==> src/rtl/pwm_shadow_bank.sv <==
// Double-buffered multi-channel register bank for the PWM datapath.
// Software writes land in staging registers. A commit arms a bank-wide copy
// into the active registers, which happens atomically on the boundary chosen
// by update_mode. While PWM is off, the active registers follow staging.
module pwm_shadow_bank #(
    parameter int unsigned WIDTH    = 16,
    parameter int unsigned CHANNELS = 4,
    parameter int unsigned DIV_W    = 8,
    localparam int unsigned CH_W    = (CHANNELS > 1) ? $clog2(CHANNELS) : 1
) (
    input  logic                      clk,
    input  logic                      reset_n,
    input  logic                      pwm_onoff,
    input  logic                      mask_event,
    input  logic                      wr_en,
    input  logic [CH_W-1:0]           wr_ch,
    input  logic [WIDTH-1:0]          wr_data,
    input  logic                      commit,
    input  logic [1:0]                update_mode,
    input  logic [DIV_W-1:0]          event_div,
    output logic [CHANNELS*WIDTH-1:0] reg_out,
    output logic                      pending,
    output logic                      update_pulse
);

    localparam logic       PWM_ON   = 1'b1;
    localparam logic [1:0] MODE_IMM = 2'd0;
    localparam logic [1:0] MODE_EVT = 2'd1;
    localparam logic [1:0] MODE_DIV = 2'd2;

    logic [CHANNELS-1:0][WIDTH-1:0] staging;
    logic [CHANNELS-1:0][WIDTH-1:0] active;
    logic [DIV_W-1:0]               evt_cnt;
    logic [DIV_W-1:0]               evt_cnt_d;
    logic                           pending_d;
    logic                           xfer_c;
    logic                           pwm_off_c;

    assign pwm_off_c = (pwm_onoff != PWM_ON);
    assign reg_out   = active;

    // Transfer decision, commit arming and mask-event divider next state
    always_comb begin
        xfer_c    = 1'b0;
        pending_d = pending;
        evt_cnt_d = evt_cnt;
        if (pwm_off_c) begin
            pending_d = 1'b0;
            evt_cnt_d = '0;
        end else begin
            case (update_mode)
                MODE_IMM: xfer_c = pending;
                MODE_EVT: xfer_c = pending & mask_event;
                MODE_DIV: xfer_c = pending & mask_event & (evt_cnt == event_div);
                default:  xfer_c = 1'b0;
            endcase

            if (update_mode != MODE_DIV) begin
                evt_cnt_d = '0;
            end else if (mask_event) begin
                evt_cnt_d = (evt_cnt == event_div) ? '0 : evt_cnt + DIV_W'(1);
            end

            // A commit coinciding with a transfer re-arms for the newer data
            if (commit) begin
                pending_d = 1'b1;
            end else if (xfer_c) begin
                pending_d = 1'b0;
            end
        end
    end

    // Staging registers; out-of-range channel numbers match no entry
    always_ff @(posedge clk or negedge reset_n) begin
        if (!reset_n) begin
            staging <= '0;
        end else if (wr_en) begin
            for (int unsigned k = 0; k < CHANNELS; k++) begin
                if (wr_ch == CH_W'(k)) begin
                    staging[k] <= wr_data;
                end
            end
        end
    end

    // Active registers: track staging while off, bulk copy on transfer
    always_ff @(posedge clk or negedge reset_n) begin
        if (!reset_n) begin
            active <= '0;
        end else if (pwm_off_c || xfer_c) begin
            active <= staging;
        end
    end

    // Control state and the post-transfer strobe
    always_ff @(posedge clk or negedge reset_n) begin
        if (!reset_n) begin
            pending      <= 1'b0;
            evt_cnt      <= '0;
            update_pulse <= 1'b0;
        end else begin
            pending      <= pending_d;
            evt_cnt      <= evt_cnt_d;
            update_pulse <= xfer_c;
        end
    end

endmodule

==> config.mk <==
export PLATFORM = sky130hd
export DESIGN_NAME = pwm_shadow_bank
export DESIGN_NICKNAME = d
export VERILOG_FILES = /design/src/rtl/pwm_shadow_bank.sv
export SDC_FILE = /design/constraint.sdc
export NUM_CORES = 1
export LEC_CHECK = 0
export ABC_AREA = 0
export CAP_MARGIN = 20
export CORE_MARGIN = 2
export CORE_UTILIZATION = 50
export DETAILED_ROUTE_END_ITERATION = 16
export DONT_BUFFER_PORTS = 1
export GPL_TIMING_DRIVEN = 0
export PLACE_DENSITY_LB_ADDON = 0.05
export RECOVER_POWER = 25
export REMOVE_ABC_BUFFERS = 1
export SYNTH_ARGS = -nofsm -noshare
export SYNTH_HDL_FRONTEND = slang
export SYNTH_SLANG_ARGS = --single-unit
export TNS_END_PERCENT = 50
==> constraint.sdc <==
create_clock -name clk -period 4.7 [get_ports clk]
set_input_delay 1.41 -clock clk [delete_from_list [all_inputs] [get_ports clk]]
set_output_delay 1.41 -clock clk [all_outputs]
set_load 0.02 [all_outputs]
# After elaboration in Yosys (flattened, before gate mapping)
# Cells that the tools add are included.
# Widths: inputs -> output; s select.
[classes]
addsub = 1
n_eq_ne = 9
n_reduce_logical = 7
n_bitwise = 3
mux = 10
[op_table]
columns = ["cell", "count"]
rows = [
  ["$mux 8", 4],
  ["$add 8x1->8 const B", 1],
  ["$eq 8x8->1", 1],
  ["$reduce_and 2->1", 4],
  ["$eq 2x2->1 const B", 3],
  ["$ne 3x1->1 const B", 2],
  ["$mux 1", 5],
  ["$eq 2x1->1 const B", 2],
  ["$logic_not 2->1", 2],
  ["$pmux 1 s3", 1],
  ["$and 1x1->1", 2],
  ["$ne 2x2->1 const B", 1],
  ["$logic_or 1x1->1", 1],
  ["$not 1->1", 1],
]
[totals]
out_inout_bits = 66
in_bits = 34
reg_bits = 138

# Depth between registers and ports, before layout
[depth]
ltp_word = 7
depth_mapped = 7
mapped_depth_nobuf = 5

# Least setup slack after synthesis
# Ideal clock, no wire load.
[synth_timing]
path_kind = "in2reg"
from = "in event_div[7]"
to = "reg active, in the netlist reg_out[0]"
setup_ns = 0.125
slack_ns = 2.116
stages = 7
t_arrival_ns = 2.459
cell_sequence = "xnor2_1 and4_1 clkbuf_2 and4_4 buf_6 buf_8 o21ai_2"
[synth_via]
elab_chain_cells = 6
[synth_rtl]
columns = ["item", "line", "rtl"]
rows = [
  ["from (decl)", "20", "input logic [DIV_W-1:0] event_div,"],
  ["$eq 8x8->1", "54", "MODE_DIV: xfer_c = pending & mask_event & (evt_cnt == event_div);"],
  ["$and 1x1->1", "54", ""],
  ["$pmux 1 s3", "51", "case (update_mode)"],
  ["$mux 1 (2 in series)", "47", "if (pwm_off_c) begin"],
  ["$logic_or 1x1->1", "90", "end else if (pwm_off_c || xfer_c) begin"],
  ["to (signal assigned)", "91", "active <= staging;"],
  ["to (decl)", "32", "logic [CHANNELS-1:0][WIDTH-1:0] active;"],
]
# No other way between the ends. The select of a mux whose other input is x is not followed.
# A chain may end at the register's enable or synchronous reset.

# Worst setup path after layout
[layout_timing]
from = "in event_div[7]"
to = "reg active, in the netlist reg_out[31]"
# Same word-level chain as after synthesis.

==> impl_metrics.tcl <==
set metrics [dict create \
    status "finished, final reports clean" \
    ys_async_sr_fraction_pct 100.0 \
    cts_made_buffers 17 \
    synth_cells 671 \
    cpPeakStageDelay_ps 760 \
    crit_slowest_cell "and4_2" \
    cp_top_family "simple AND/OR/NAND/NOR gates" \
    grt_usage_pct 24.55 \
    p_switching_mw 1.000 \
    synth_flop_cell "dfrtp_1" \
    worst_pin_slew_ps 962.9 \
    crit_path_end_kind "flop" \
    p_int_mw 2.313 \
    cts_tree "built" \
    cp_cell_sequence "xnor2_1 -> and4_2 -> and4_4 -> buf_16 -> o21ai_1" \
    drv_cap 0 \
    fin_crit_sh_pct 67.17 \
    relSlewSlack_pct 35.70 \
    cts_root_buf "clkbuf_16" \
    port_buffers 0 \
    pwr-share-clk_pct 35.5 \
    crit_required_ps 4990 \
    grt_pass1_vias 5214 \
    start_util_pct 50.85 \
    p_leak_nw 2.914 \
    fin_crit_ps 3157 \
    fp.dieW_um 122.6 \
    dpl.cell_count 794 \
    grt_overflow 0 \
    ys_seq_area_share_pct 49.12 \
    power_density_nw_per_um2 428.6 \
    swShare_pct 30.19 \
    rrSetupSlack_ps 2030 \
    fin_skew_ps 6.426 \
    ant_nets 0 \
    hold_viol_final 0 \
    vias 5250 \
    drt-wirelength-per-cell_um 21.30 \
    critPathArrivalTime_ps 3450 \
    path_buf_inv 1 \
    synth.area.top_cells "dfrtp_1 (49%), a32oi_1 (8.0%), nand2_1 (7.6%)" \
    crit_fanout 49 \
    combPwrFrac_pct 13.1 \
    fin_hold_ws_ps 510.1 \
    start_kind "input port" \
    ys_top_cells_by_count "nand2_1 (142), dfrtp_1 (138), nor4_1 (65)" \
    multi_input_area_um2 3257 \
    clk_latency_ps 420 \
    cts_setup_buffers 0 \
    vias_per_cell 6.348 \
    vdd_drop_max_mv 0.2344 \
    seq_area_um2 3455 \
    synth_top_area_share_pct 49.12 \
    crit_type "in -> reg" \
    htreeDepth 4 \
    clockBufferDepth 2 \
    route.detailed.drc 0 \
    final_layout_size_suffix_gt1_share_pct 21.33 \
    cts.sinks 138 \
    dp_hpwl_um 10160 \
    synth.most_common_cell "nand2_1" \
    nets 671 \
    cts_resized 0 \
    synth_area_leader_cell "dfrtp_1" \
    ys_seq_elements 138 \
    gp_congestion 0.7323 \
    die_h_um 122.6 \
    area_growth_pct 9.984 \
    n_fill_cell 1177 \
    grt_max_degree 139 \
    stdcell_count 827 \
    grt_pass1_wl_um 28270 \
    first_pass_iters 5 \
    io_pins 100 \
    syn_area_um2 7030 \
    syn_area_per_cell_um2 10.48 \
    die_area_um2 15030 \
    coreArea_um2 13830 \
    setup_viol 0 \
    max_freq_mhz 316.8 \
    final_max_slew_viol_count 0 \
    ys_types 42 \
    yosysWarningCount 0 \
    seq_power_share_pct 51.4 \
    antenna_found_initial 0 \
    hold_path.class "reg -> reg" \
    rows 43 \
    holdBufCountCts 0 \
    synth_edf_count 0 \
    clk_pin_slew_worst_paths_ps 50 \
    rsz0062_at_grt "no" \
    diodes 0 \
    drt_iter0_markers 593 \
    wirelength_um 17610 \
]
path summary, 6_finish.rpt:
path	start	to	cells past startpoint
worst max-delay path	event_div[7]	reg_out[31]	5
worst min-delay path	staging[15]	staging[15]	1
worst max register to register	evt_cnt[4]	reg_out[31]	5
worst min register to register	staging[15]	staging[15]	1
max in group asynchronous	reset_n	reg_out[9]	0
min in group asynchronous	reset_n	reg_out[59]	0
registers in the layout (all words and copies together) (netlist names):
signal,flops
evt_cnt,8
pending,1
reg_out,64
staging,64
update_pulse,1
cells in the final DEF (no fill, tap or decap), types with 4 or more instances in the layout:
cell type  count
buf_12         7
nor2_1         7
a32oi_1       64
o211ai_1      11
dfrtp_1      137
clkbuf_1       7
mux2_2        28
o21ai_1        4
mux2_1        36
xnor2_1        8
nand2_1      142
clkbuf_16     17
nor4_1        65
buf_8          7
o21ai_2       60
cell families (layout without fill, tap and decap cells):
logic type	count (synthesis)	count (layout)	share of synthesized area, %
xor+xnor	10	10	1.246
mux	64	64	10.25
buf+inv	73	49	5.392
compound gates	152	152	18.24
flops	138	138	49.12
simple gates	233	233	15.57
fa+ha+maj	1	1	0.1779
per-stage QoR:
step	power (mW)	worst slack (ps)	instance area [um^2]	util, %	TNS [ps]
global route	3.472	1416	7732	55.92	0
finish	3.314	1543	7732	55.92	0
CTS	3.345	1251	7675	55.51	0
detailed placement	2.156	812.2	7167	51.83	0
global placement	2.111	-2025	6892	49.84	-132010
floorplan	2.006	-127.9	6666	-	-8150
layer usage:
layer,vias up,track usage (%),share of wire (%)
met5,-,0,0
met4,0,7.759,1.2
met3,19,6.738,7.0
met2,163,37.29,47
met1,2632,34.24,45
li1,2436,-,-
area by class of cell:
type	instances	area share (%)
flip-flops and latches	138	44.68
clock inverters	3	0.1942
clock buffers	27	6.375
repair buffers	15	3.528
multi-input cells	460	42.12
inverters	4	0.1942
well taps	180	2.913
power by group through the flow:
stage                     Combinational [mW]  Sequential [mW]  Clock [mW]
after CTS                              0.435             1.70        1.21
after floorplan                        0.327             1.68           0
final                                  0.434             1.70        1.18
after detailed placement               0.433             1.72           0
after global placement                 0.394             1.72           0
after global routing                   0.485             1.73        1.25
No activity file was read; power rests on OpenSTA's default activity.
